==> config.mk <==
export PLATFORM = sky130hd
export DESIGN_NAME = id_ex_hazard_stage_flat
export DESIGN_NICKNAME = d
export VERILOG_FILES = /design/src/rtl/id_ex_hazard_stage_if.sv /design/src/rtl/id_ex_hazard_stage.sv /design/src/flat_wrapper.sv
export SDC_FILE = /design/constraint.sdc
export NUM_CORES = 1
export LEC_CHECK = 0
export ABC_AREA = 1
export CORE_MARGIN = 5
export CORE_UTILIZATION = 41
export CTS_CLUSTER_DIAMETER = 200
export DETAILED_ROUTE_END_ITERATION = 10
export GPL_TIMING_DRIVEN = 0
export HOLD_SLACK_MARGIN = 0.08
export PLACE_DENSITY = 0.93
export SLEW_MARGIN = 30
export SYNTH_ARGS = -nofsm -noshare
export SYNTH_HDL_FRONTEND = slang
export SYNTH_SLANG_ARGS = --single-unit
==> constraint.sdc <==
create_clock -name clk_i -period 1.85 [get_ports clk_i]
set_clock_uncertainty 0.15 [all_clocks]
set_input_delay 0.2775 -clock clk_i [delete_from_list [all_inputs] [get_ports clk_i]]
set_output_delay 0.2775 -clock clk_i [all_outputs]
set_load 0.05 [all_outputs]
==> src/rtl/id_ex_hazard_stage_if.sv <==
// ID-to-EX boundary of the pipeline: decoded control, operands and register indices
// coming from ID, their registered copies going to EX, and the hazard/bubble status.
interface id_ex_hazard_stage_if #(
  parameter int XLEN      = 32,
  parameter int CNT_WIDTH = 16
);
  logic                 Hold_in;
  logic                 RegWrite_in;
  logic                 MemWrite_in;
  logic                 ALUSrc_in;
  logic                 Branch_in;
  logic                 MemRead_in;
  logic [2:0]           ALUOp_in;
  logic [XLEN-1:0]      RS1data_in;
  logic [XLEN-1:0]      RS2data_in;
  logic [XLEN-1:0]      Imm_in;
  logic [4:0]           RS1addr_in;
  logic [4:0]           RS2addr_in;
  logic [4:0]           RDaddr_in;

  logic                 RegWrite_out;
  logic                 MemWrite_out;
  logic                 ALUSrc_out;
  logic                 MemRead_out;
  logic [2:0]           ALUOp_out;
  logic [XLEN-1:0]      RS1data_out;
  logic [XLEN-1:0]      RS2data_out;
  logic [XLEN-1:0]      Imm_out;
  logic [4:0]           RS1addr_out;
  logic [4:0]           RS2addr_out;
  logic [4:0]           RDaddr_out;
  logic                 Stall_out;
  logic [CNT_WIDTH-1:0] BubbleCnt_out;

  // Flow control: there is no valid/ready pair. Stall_out=1 means the ID instruction
  // is not accepted this edge (PC and IF/ID must hold it); Hold_in=1 freezes this stage.
  modport master (
    output Hold_in, RegWrite_in, MemWrite_in, ALUSrc_in, Branch_in, MemRead_in, ALUOp_in,
           RS1data_in, RS2data_in, Imm_in, RS1addr_in, RS2addr_in, RDaddr_in,
    input  RegWrite_out, MemWrite_out, ALUSrc_out, MemRead_out, ALUOp_out,
           RS1data_out, RS2data_out, Imm_out, RS1addr_out, RS2addr_out, RDaddr_out,
           Stall_out, BubbleCnt_out
  );

  modport slave (
    input  Hold_in, RegWrite_in, MemWrite_in, ALUSrc_in, Branch_in, MemRead_in, ALUOp_in,
           RS1data_in, RS2data_in, Imm_in, RS1addr_in, RS2addr_in, RDaddr_in,
    output RegWrite_out, MemWrite_out, ALUSrc_out, MemRead_out, ALUOp_out,
           RS1data_out, RS2data_out, Imm_out, RS1addr_out, RS2addr_out, RDaddr_out,
           Stall_out, BubbleCnt_out
  );
endinterface

==> src/rtl/id_ex_hazard_stage.sv <==
// ID/EX pipeline register with load-use hazard detection, bubble insertion and a
// saturating count of inserted bubbles.
module id_ex_hazard_stage #(
  parameter int XLEN      = 32,
  parameter int CNT_WIDTH = 16
) (
  input logic                 clk_i,
  input logic                 rst_i,
  id_ex_hazard_stage_if.slave bus
);

  logic                 ex_regwrite;
  logic                 ex_memwrite;
  logic                 ex_alusrc;
  logic                 ex_memread;
  logic [2:0]           ex_aluop;
  logic [XLEN-1:0]      ex_rs1data;
  logic [XLEN-1:0]      ex_rs2data;
  logic [XLEN-1:0]      ex_imm;
  logic [4:0]           ex_rs1addr;
  logic [4:0]           ex_rs2addr;
  logic [4:0]           ex_rdaddr;
  logic [CNT_WIDTH-1:0] bubble_cnt;

  logic id_live;
  logic id_uses_rs2;
  logic hazard;

  // An ID slot with no side effects (all-zero control) is a bubble and never stalls.
  always_comb begin
    id_live     = bus.RegWrite_in | bus.MemWrite_in | bus.Branch_in | bus.MemRead_in;
    id_uses_rs2 = id_live & (~bus.ALUSrc_in | bus.MemWrite_in);
    hazard      = ex_memread & (ex_rdaddr != 5'd0) & id_live &
                  ((ex_rdaddr == bus.RS1addr_in) |
                   (id_uses_rs2 & (ex_rdaddr == bus.RS2addr_in)));
  end

  always_ff @(posedge clk_i) begin
    if (rst_i) begin
      ex_regwrite <= 1'b0;
      ex_memwrite <= 1'b0;
      ex_alusrc   <= 1'b0;
      ex_memread  <= 1'b0;
      ex_aluop    <= 3'd0;
      ex_rs1data  <= '0;
      ex_rs2data  <= '0;
      ex_imm      <= '0;
      ex_rs1addr  <= 5'd0;
      ex_rs2addr  <= 5'd0;
      ex_rdaddr   <= 5'd0;
      bubble_cnt  <= '0;
    end else if (!bus.Hold_in) begin
      // On a hazard only the control fields are squashed; data fields are don't-care.
      ex_regwrite <= hazard ? 1'b0 : bus.RegWrite_in;
      ex_memwrite <= hazard ? 1'b0 : bus.MemWrite_in;
      ex_alusrc   <= hazard ? 1'b0 : bus.ALUSrc_in;
      ex_memread  <= hazard ? 1'b0 : bus.MemRead_in;
      ex_aluop    <= hazard ? 3'd0 : bus.ALUOp_in;
      ex_rs1data  <= bus.RS1data_in;
      ex_rs2data  <= bus.RS2data_in;
      ex_imm      <= bus.Imm_in;
      ex_rs1addr  <= bus.RS1addr_in;
      ex_rs2addr  <= bus.RS2addr_in;
      ex_rdaddr   <= bus.RDaddr_in;
      if (hazard && (bubble_cnt != {CNT_WIDTH{1'b1}}))
        bubble_cnt <= bubble_cnt + CNT_WIDTH'(1);
    end
  end

  assign bus.RegWrite_out  = ex_regwrite;
  assign bus.MemWrite_out  = ex_memwrite;
  assign bus.ALUSrc_out    = ex_alusrc;
  assign bus.MemRead_out   = ex_memread;
  assign bus.ALUOp_out     = ex_aluop;
  assign bus.RS1data_out   = ex_rs1data;
  assign bus.RS2data_out   = ex_rs2data;
  assign bus.Imm_out       = ex_imm;
  assign bus.RS1addr_out   = ex_rs1addr;
  assign bus.RS2addr_out   = ex_rs2addr;
  assign bus.RDaddr_out    = ex_rdaddr;
  assign bus.Stall_out     = hazard;
  assign bus.BubbleCnt_out = bubble_cnt;

endmodule

==> src/flat_wrapper.sv <==
// flat-port wrapper written by rule: the top's interface ports become plain ports
module id_ex_hazard_stage_flat 
#(
  parameter int XLEN      = 32,
  parameter int CNT_WIDTH = 16
)
  (clk_i, rst_i, bus_Hold_in, bus_RegWrite_in, bus_MemWrite_in, bus_ALUSrc_in, bus_Branch_in, bus_MemRead_in, bus_ALUOp_in, bus_RS1data_in, bus_RS2data_in, bus_Imm_in, bus_RS1addr_in, bus_RS2addr_in, bus_RDaddr_in, bus_RegWrite_out, bus_MemWrite_out, bus_ALUSrc_out, bus_MemRead_out, bus_ALUOp_out, bus_RS1data_out, bus_RS2data_out, bus_Imm_out, bus_RS1addr_out, bus_RS2addr_out, bus_RDaddr_out, bus_Stall_out, bus_BubbleCnt_out);
  id_ex_hazard_stage_if #(.XLEN(XLEN), .CNT_WIDTH(CNT_WIDTH)) bus_i ();
  input logic clk_i;
  input logic rst_i;
  input wire logic [$bits(bus_i.Hold_in)-1:0] bus_Hold_in;
  input wire logic [$bits(bus_i.RegWrite_in)-1:0] bus_RegWrite_in;
  input wire logic [$bits(bus_i.MemWrite_in)-1:0] bus_MemWrite_in;
  input wire logic [$bits(bus_i.ALUSrc_in)-1:0] bus_ALUSrc_in;
  input wire logic [$bits(bus_i.Branch_in)-1:0] bus_Branch_in;
  input wire logic [$bits(bus_i.MemRead_in)-1:0] bus_MemRead_in;
  input wire logic [$bits(bus_i.ALUOp_in)-1:0] bus_ALUOp_in;
  input wire logic [$bits(bus_i.RS1data_in)-1:0] bus_RS1data_in;
  input wire logic [$bits(bus_i.RS2data_in)-1:0] bus_RS2data_in;
  input wire logic [$bits(bus_i.Imm_in)-1:0] bus_Imm_in;
  input wire logic [$bits(bus_i.RS1addr_in)-1:0] bus_RS1addr_in;
  input wire logic [$bits(bus_i.RS2addr_in)-1:0] bus_RS2addr_in;
  input wire logic [$bits(bus_i.RDaddr_in)-1:0] bus_RDaddr_in;
  output wire logic [$bits(bus_i.RegWrite_out)-1:0] bus_RegWrite_out;
  output wire logic [$bits(bus_i.MemWrite_out)-1:0] bus_MemWrite_out;
  output wire logic [$bits(bus_i.ALUSrc_out)-1:0] bus_ALUSrc_out;
  output wire logic [$bits(bus_i.MemRead_out)-1:0] bus_MemRead_out;
  output wire logic [$bits(bus_i.ALUOp_out)-1:0] bus_ALUOp_out;
  output wire logic [$bits(bus_i.RS1data_out)-1:0] bus_RS1data_out;
  output wire logic [$bits(bus_i.RS2data_out)-1:0] bus_RS2data_out;
  output wire logic [$bits(bus_i.Imm_out)-1:0] bus_Imm_out;
  output wire logic [$bits(bus_i.RS1addr_out)-1:0] bus_RS1addr_out;
  output wire logic [$bits(bus_i.RS2addr_out)-1:0] bus_RS2addr_out;
  output wire logic [$bits(bus_i.RDaddr_out)-1:0] bus_RDaddr_out;
  output wire logic [$bits(bus_i.Stall_out)-1:0] bus_Stall_out;
  output wire logic [$bits(bus_i.BubbleCnt_out)-1:0] bus_BubbleCnt_out;
  assign bus_i.Hold_in = bus_Hold_in;
  assign bus_i.RegWrite_in = bus_RegWrite_in;
  assign bus_i.MemWrite_in = bus_MemWrite_in;
  assign bus_i.ALUSrc_in = bus_ALUSrc_in;
  assign bus_i.Branch_in = bus_Branch_in;
  assign bus_i.MemRead_in = bus_MemRead_in;
  assign bus_i.ALUOp_in = bus_ALUOp_in;
  assign bus_i.RS1data_in = bus_RS1data_in;
  assign bus_i.RS2data_in = bus_RS2data_in;
  assign bus_i.Imm_in = bus_Imm_in;
  assign bus_i.RS1addr_in = bus_RS1addr_in;
  assign bus_i.RS2addr_in = bus_RS2addr_in;
  assign bus_i.RDaddr_in = bus_RDaddr_in;
  assign bus_RegWrite_out = bus_i.RegWrite_out;
  assign bus_MemWrite_out = bus_i.MemWrite_out;
  assign bus_ALUSrc_out = bus_i.ALUSrc_out;
  assign bus_MemRead_out = bus_i.MemRead_out;
  assign bus_ALUOp_out = bus_i.ALUOp_out;
  assign bus_RS1data_out = bus_i.RS1data_out;
  assign bus_RS2data_out = bus_i.RS2data_out;
  assign bus_Imm_out = bus_i.Imm_out;
  assign bus_RS1addr_out = bus_i.RS1addr_out;
  assign bus_RS2addr_out = bus_i.RS2addr_out;
  assign bus_RDaddr_out = bus_i.RDaddr_out;
  assign bus_Stall_out = bus_i.Stall_out;
  assign bus_BubbleCnt_out = bus_i.BubbleCnt_out;
  id_ex_hazard_stage #(.XLEN(XLEN), .CNT_WIDTH(CNT_WIDTH)) u_core (.clk_i(clk_i), .rst_i(rst_i), .bus(bus_i));
endmodule
==> flow_metrics.py, run 1 <==
metrics = {
    "synthesis": {
        "synthSimpleGateAreaFrac_pct": 26.43,
        "seq_area_frac_synth_pct": 51.15,
        "synth_top_family_by_area": "simple AND/OR/NAND/NOR gates",
        "synthXorXnorAreaFrac_pct": 1.336,
        "syn_area_per_cell_sq_um": 7.346,
        "synth_fp_nets": 837,
        "synthCells": 714,
        "ys_ff_latch": 134,
        "synth-warning-count": 0,
        "synth_compound_area_share_pct": 14.77,
        "yosysUniqueCellTypes": 27,
        "syn_area_sq_mm": 0.005245,
        "synthMuxAreaShare_pct": 0,
        "synth_fa_ha_area_share_pct": 0.2385,
    },
    "critical_path": {
        "worst_setup_path_start_kind": "input pin",
        "critical_path_class": "in2out",
        "arrival_ns": 1.67,
        "worst_setup_path_end_kind": "primary output",
        "crit_required_ns": 1.42,
        "cp_max_fo": 2,
        "ff2ff_path_depth": 10,
    },
    "layout": {
        "synthToLayoutAreaGrowth_pct": 66.96,
        "n_antenna_cell": 0,
        "n_fill_cell": 977,
        "drive_gt1_share_pct": 10.52,
        "nets": 1129,
        "fin_util_pct": 69.68,
        "fin_area_sq_mm": 0.008757,
    },
    "floorplanning": {
        "die_area_sq_mm": 0.01515,
        "die_width_microns": 123.1,
        "die_h_microns": 123.1,
        "core_sq_mm": 0.01257,
        "start_util_pct": 41.73,
        "io-pin-count": 257,
        "fp-row-count": 41,
    },
    "clock_tree": {
        "numCtsBuffers": 17,
        "worstSkewPairLatency_ns": 0.41,
        "clk_pin_slew_ns": 0.06,
        "cts_tree": "built",
        "cts-root-buf": "clkbuf_16",
        "htree_levels": 4,
        "clock-sinks": 134,
        "clockBufferDepth": 2,
    },
    "hold_path": {
        "holdPathStages": 3,
        "min_path_type": "in2reg",
    },
    "grt": {
        "gr-total-overflow": 0,
        "first_global_vias": 5664,
        "track_usage_pct": 24.28,
        "grt_pass1_wl_microns": 28300,
        "grt_start_max_net_pins": 17,
        "antenna_found_initial": 0,
    },
    "sta": {
        "hold_viol": 0,
        "rsz0062_at_grt": "true",
        "drv_slew": 0,
        "fin_ws_ns": -0.2475,
        "period_minus_slack_ns": 2.098,
        "setup_viol": 4,
        "tns_ns": -0.3082,
        "fin_crit_sh_pct": 113.4,
        "worst_slew_pin_slew_ns": 0.6162,
        "maxSlewHeadroom_pct": 58.92,
        "fmax_ghz": 0.4767,
    },
    "placed_design": {
        "placed_cell_area_sq_mm": 0.008031,
        "io_buffers": 254,
        "place_congestion": 0.9007,
        "dp_hpwl_microns": 14040,
    },
    "drt": {
        "wire_per_inst_microns": 16.95,
        "drc": 0,
        "vias_per_cell": 5.175,
        "drtPass1Iterations": 7,
        "drt_iter0_markers": 582,
        "vias": 6153,
        "wl_microns": 20160,
        "ant_nets": 0,
    },
    "power": {
        "power_mw": 8.337,
        "leakage_nw": 4.075,
        "powerDensity_mw_per_mm2": 952.0,
        "peakVddDrop_uv": 694.3,
    },
    "outcome": {
        "status": "complete, but fails checks",
        "violations": "setup timing",
    },
    "flow_run": {
        "cap_violations": 0,
    },
}
[per-stage QoR]
stage | worst slack, ns | hold slack (ns) | cells
floorplan | 0.004330 | 0.2628 | 714
global placement | -1.067 | 0.3108 | 1140
detailed placement | -1.082 | 0.3201 | 1140
CTS | -0.2263 | 0.2627 | 1174
global route | -0.2672 | 0.2706 | 1189
finish | -0.2475 | 0.2769 | 1189
[sequential cells by signal (all words and copies together) (netlist names)]
name,flops
u_core.bus.Imm_out,32
u_core.bus.RS1data_out,32
u_core.bus.RS2data_out,32
u_core.bus.BubbleCnt_out,16
u_core.bus.RDaddr_out,5
u_core.bus.RS1addr_out,5
u_core.bus.RS2addr_out,5
u_core.bus.ALUOp_out,3
u_core.bus.ALUSrc_out,1
u_core.bus.MemRead_out,1
u_core.bus.MemWrite_out,1
u_core.bus.RegWrite_out,1
[logic make-up after synthesis]
family	after synthesis
XOR/XNOR	8
flip-flops	134
AND/OR/NAND/NOR	342
buffers and inverters	75
AO/OA/AOI/OAI	154
adder cells (fa/ha/maj)	1
[power breakdown]
| part | internal [mW] | switching, mW | leakage [nW] |
|---|---|---|---|
| combinational | 0.555 | 1.11 | 2.66 |
| sequential | 3.07 | 0.101 | 1.12 |
| clock | 2.29 | 1.22 | 0.299 |
[critical path, cell delays in order]
cell and delay [ns]:
clkdlybuf4s50_1 0.54, inv_1 0.11, nand2_1 0.08, nand2_1 0.07
nor2_2 0.11, nand3_2 0.10, nand2_4 0.08, nand2_4 0.06
clkinvlp_4 0.08, buf_8 0.14
[final timing paths]
path                                 end                     start  slack (ns)
min reg2reg        u_core.bus.Imm_out[3]     u_core.bus.Imm_out[3]        0.32
max                        bus_Stall_out         bus_RS1addr_in[1]       -0.25
max reg2reg  u_core.bus.BubbleCnt_out[7]  u_core.bus.RDaddr_out[3]           0
min              u_core.bus.ALUOp_out[0]           bus_ALUOp_in[0]        0.28
[final cells by class]
cell class | instances | area [sq um] | area share, %
timing repair buffer | 273 | 2566 | 29.30
buffer | 45 | 206.4 | 2.357
inverter | 30 | 118.9 | 1.357
multi-input combinational | 505 | 2322 | 26.52
tap | 172 | 215.2 | 2.457
clock buffer | 22 | 495.5 | 5.658
sequential | 134 | 2713 | 30.98
clock inverter | 8 | 120.1 | 1.372
[routing by layer]
| metal | track usage [%] | up-vias | wire length [microns] |
|---|---|---|---|
| li1 | - | 2897 | - |
| met5 | 0 | - | 0 |
| met3 | 11.67 | 78 | 2530 |
| met4 | 9.066 | 0 | 711 |
| met2 | 43.49 | 387 | 10000 |
| met1 | 24.37 | 2791 | 6916 |
[what timing repair did]
action,CTS,global route
setup endpoints to repair,135,22
resized for setup,152,37
hold buffers,2,4
hold endpoints to repair,4,4
setup buffers,2,11
gates cloned,0,0
pin swaps,4,15
[cell usage in the layout, fill, tap and decap left out, types with 5 or more instances in the layout]
cell / count
nor2_1: 213
dlygate4sd2_1: 124
dfxtp_1: 122
o21ai_0: 119
clkdlybuf4s50_1: 115
nand2_1: 82
a21oi_1: 32
clkbuf_1: 27
inv_1: 22
nand4_1: 20
clkbuf_16: 18
buf_2: 14
buf_4: 14
nand3_1: 7
clkdlybuf4s15_1: 7
inv_2: 6
dlygate4sd3_1: 6
dfxtp_4: 6
dfxtp_2: 6
nor2_2: 5
xor2_1: 5
[synthesized netlist by cell type]
cell type | instances | share of area (%)
nor2_1 | 218 | 16
dfxtp_1 | 134 | 51
o21ai_0 | 120 | 11
nand2_1 | 86 | 6.2
a21oi_1 | 33 | 3.1
inv_1 | 29 | 2.1
clkbuf_1 | 26 | 1.9
nand4_1 | 20 | 2.4
buf_2 | 14 | 1.3
nand3_1 | 10 | 0.95
xor2_1 | 5 | 0.83
xnor2_1 | 3 | 0.50
nor2_2 | 2 | 0.24
a21oi_2 | 1 | 0.17
buf_1 | 1 | 0.071
buf_4 | 1 | 0.14
buf_8 | 1 | 0.29
clkbuf_2 | 1 | 0.095
clkbuf_4 | 1 | 0.14
ha_1 | 1 | 0.24
inv_2 | 1 | 0.071
nand2_2 | 1 | 0.12
nand3_2 | 1 | 0.19
nand3_4 | 1 | 0.33
nand3b_1 | 1 | 0.14
nor2_4 | 1 | 0.21
nor3_1 | 1 | 0.095
Power figures use the tool's default switching activity.
==> run 2: changes to the inputs <==
--- a/config.mk
+++ b/config.mk
@@ -6,7 +6,6 @@
 export NUM_CORES = 1
 export LEC_CHECK = 0
 export ABC_AREA = 1
-export CORE_MARGIN = 5
 export CORE_UTILIZATION = 41
 export CTS_CLUSTER_DIAMETER = 200
 export DETAILED_ROUTE_END_ITERATION = 10
==> run 2 against run 1 <==
Compared with the run above:
- the run still ends with setup timing left
- core utilization grew 0.49 points
- register-to-register slack better by 0.02 ns
- highest routed layer unchanged
- clock power fell by 5%
- fmax fell by 0.90%
- combinational power hardly changed
- sequential cell count did not move
- first-iteration DRC count is 18% lower
==> flow_metrics.py, run 2 (same netlist as run 1, synthesis figures left out) <==
metrics = {
    "floorplanning": {
        "start_util_pct": 42.78,
        "die_width_microns": 115.1,
        "die_h_microns": 115.1,
        "io-pin-count": 257,
        "core_sq_mm": 0.01226,
        "die_area_sq_mm": 0.01325,
        "fp-row-count": 40,
    },
    "critical_path": {
        "ff2ff_path_depth": 12,
        "worstPathBufferInverterCount": 3,
        "crit_chain": "inv_2, nand2_1, nand2_1, nor2_1, nand3_1, nand2_4, nand2_8, clkinvlp_4, buf_8",
        "critical_path_class": "reg2out",
        "worst_setup_path_start_kind": "flop",
        "reg2reg_from": "u_core.bus.RDaddr_out[3]",
        "crit_required_ns": 1.42,
        "crit_slowest_cell": "dfxtp_4",
        "cpLargestDelayFamily": "simple AND/OR/NAND/NOR gates",
        "reg2reg_slack_ns": 0.02,
        "cp_max_fo": 4,
        "r2r-end": "u_core.bus.BubbleCnt_out[1]",
        "max_stage_delay_ns": 0.36,
        "arrival_ns": 1.69,
        "cpMostUsedCell": "nand2_1",
        "worst_setup_path_end_kind": "primary output",
    },
    "drt": {
        "drc": 0,
        "ant_nets": 0,
        "wire_per_inst_microns": 15.45,
        "drt_iter0_markers": 475,
        "vias_per_cell": 4.975,
        "vias": 5871,
        "wl_microns": 18230,
        "drtPass1Iterations": 5,
    },
    "sta": {
        "maxSlewHeadroom_pct": 62.54,
        "setup_viol": 1,
        "fmax_ghz": 0.4725,
        "period_minus_slack_ns": 2.117,
        "fin_crit_sh_pct": 114.4,
        "hold_viol": 0,
        "drv_slew": 0,
        "tns_ns": -0.2666,
        "worst_slew_pin_slew_ns": 0.5641,
        "fin_ws_ns": -0.2666,
        "rsz0062_at_grt": "true",
        "holdWs_ns": 0.1670,
    },
    "outcome": {
        "status": "complete, but fails checks",
        "violations": "setup timing",
    },
    "placed_design": {
        "place_congestion": 0.8960,
        "io_buffers": 254,
        "placed_cell_area_sq_mm": 0.008026,
        "dp_slack_ns": -1.063,
        "dp.cells": 1136,
        "dp_hpwl_microns": 12760,
    },
    "clock_tree": {
        "cts-root-buf": "clkbuf_16",
        "htree_levels": 4,
        "clockBufferDepth": 2,
        "cts_tree": "built",
        "numCtsBuffers": 17,
        "worstSkewPairLatency_ns": 0.42,
        "clk_pin_slew_ns": 0.06,
        "clock-sinks": 134,
    },
    "layout": {
        "fin_area_sq_mm": 0.008603,
        "synthToLayoutAreaGrowth_pct": 64.03,
        "instances_no_fill": 1180,
        "final_common_cell": "nor2_1",
        "multi_input_area_sq_mm": 0.002302,
        "nets": 1121,
        "fin_util_pct": 70.16,
        "n_fill_cell": 963,
        "drive_gt1_share_pct": 10.09,
        "final_cell_mix": "nor2_1, dlygate4sd2_1, dfxtp_1, o21ai_0, clkdlybuf4s50_1",
        "seq_area_sq_mm": 0.002711,
    },
    "grt": {
        "track_usage_pct": 27.72,
        "grt_start_max_net_pins": 17,
        "antenna_found_initial": 1,
        "gr-total-overflow": 0,
        "grt_pass1_wl_microns": 27990,
        "first_global_vias": 5839,
    },
    "flow_run": {
        "cap_violations": 0,
    },
    "hold_path": {
        "hp-start": "bus_MemWrite_in",
        "holdPathEnd": "u_core.bus.MemWrite_out",
        "holdPathStages": 3,
        "min_path_type": "in2reg",
    },
    "power": {
        "peakVddDrop_uv": 727.4,
        "leakage_nw": 3.978,
        "power_mw": 8.108,
        "powerDensity_mw_per_mm2": 942.5,
    },
}
==> run 2: cell count changes in the layout (fill, tap and decap cells not counted), sizes merged, moves of 2 or more <==
cell           before  now
dlygate4sd2       124  126
clkdlybuf4s50     115  117
clkinv              3    6
dlymetal6s2s        4    1
bufinv              3    1
clkdlybuf4s15       8    4
clkbuf             51   55
clkinvlp            3    5
dlygate4sd3         6    2
buf                32   26
==> run 2: final cells by class <==
class | instances | share of cell area (%)
timing repair buffer | 265 | 28.56
tap | 168 | 2.443
clock inverter | 11 | 1.134
sequential | 134 | 31.52
clock buffer | 21 | 5.716
antenna | 1 | 0.02909
inverter | 30 | 1.411
multi-input combinational | 505 | 26.76
buffer | 45 | 2.429
==> run 2: how the worst max path moves through the flow <==
stage | startpoint | slack (ns) | cells after the start | endpoint
after floorplan | u_core.bus.BubbleCnt_out[5] | 0.004 | 9 | u_core.bus.BubbleCnt_out[14]
after global placement | bus_MemWrite_in | -1.02 | 8 | bus_Stall_out
after detailed placement | bus_MemWrite_in | -1.06 | 8 | bus_Stall_out
after CTS | u_core.bus.RDaddr_out[0] | -0.22 | 9 | bus_Stall_out
after global routing | u_core.bus.RDaddr_out[3] | -0.39 | 9 | bus_Stall_out
final | u_core.bus.RDaddr_out[3] | -0.27 | 9 | bus_Stall_out
==> run 2: worst reg2reg max path, delay by kind of cell (launching register included) <==
family / cells / cell delay [ns]
and+or+nand+nor: 9 / 0.85
DFF: 1 / 0.36
buffers and inverters: 3 / 0.40
==> run 2: repair_timing <==
item | in CTS | in global routing
gates resized for setup | 160 | 22
endpoints found under the hold margin | 5 | 1
setup buffers | 2 | 7
hold buffers | 1 | 1
pin swaps | 5 | 6
endpoints found under the setup margin | 137 | 24
==> run 2: per-layer routing <==
metal / routed length [microns] / global-route usage [%] / vias up
li1: - / - / 2881
met5: 0 / 0 / -
met4: 456 / 11.60 / 0
met2: 9348 / 50.68 / 287
met3: 1781 / 11.28 / 43
met1: 6639 / 27.74 / 2660
==> run 2: power by group <==
group	switching, mW	total (mW)	internal (mW)
sequential	0.0922	3.16	3.06
clock	1.30	3.32	2.03
combinational	1.09	1.63	0.540
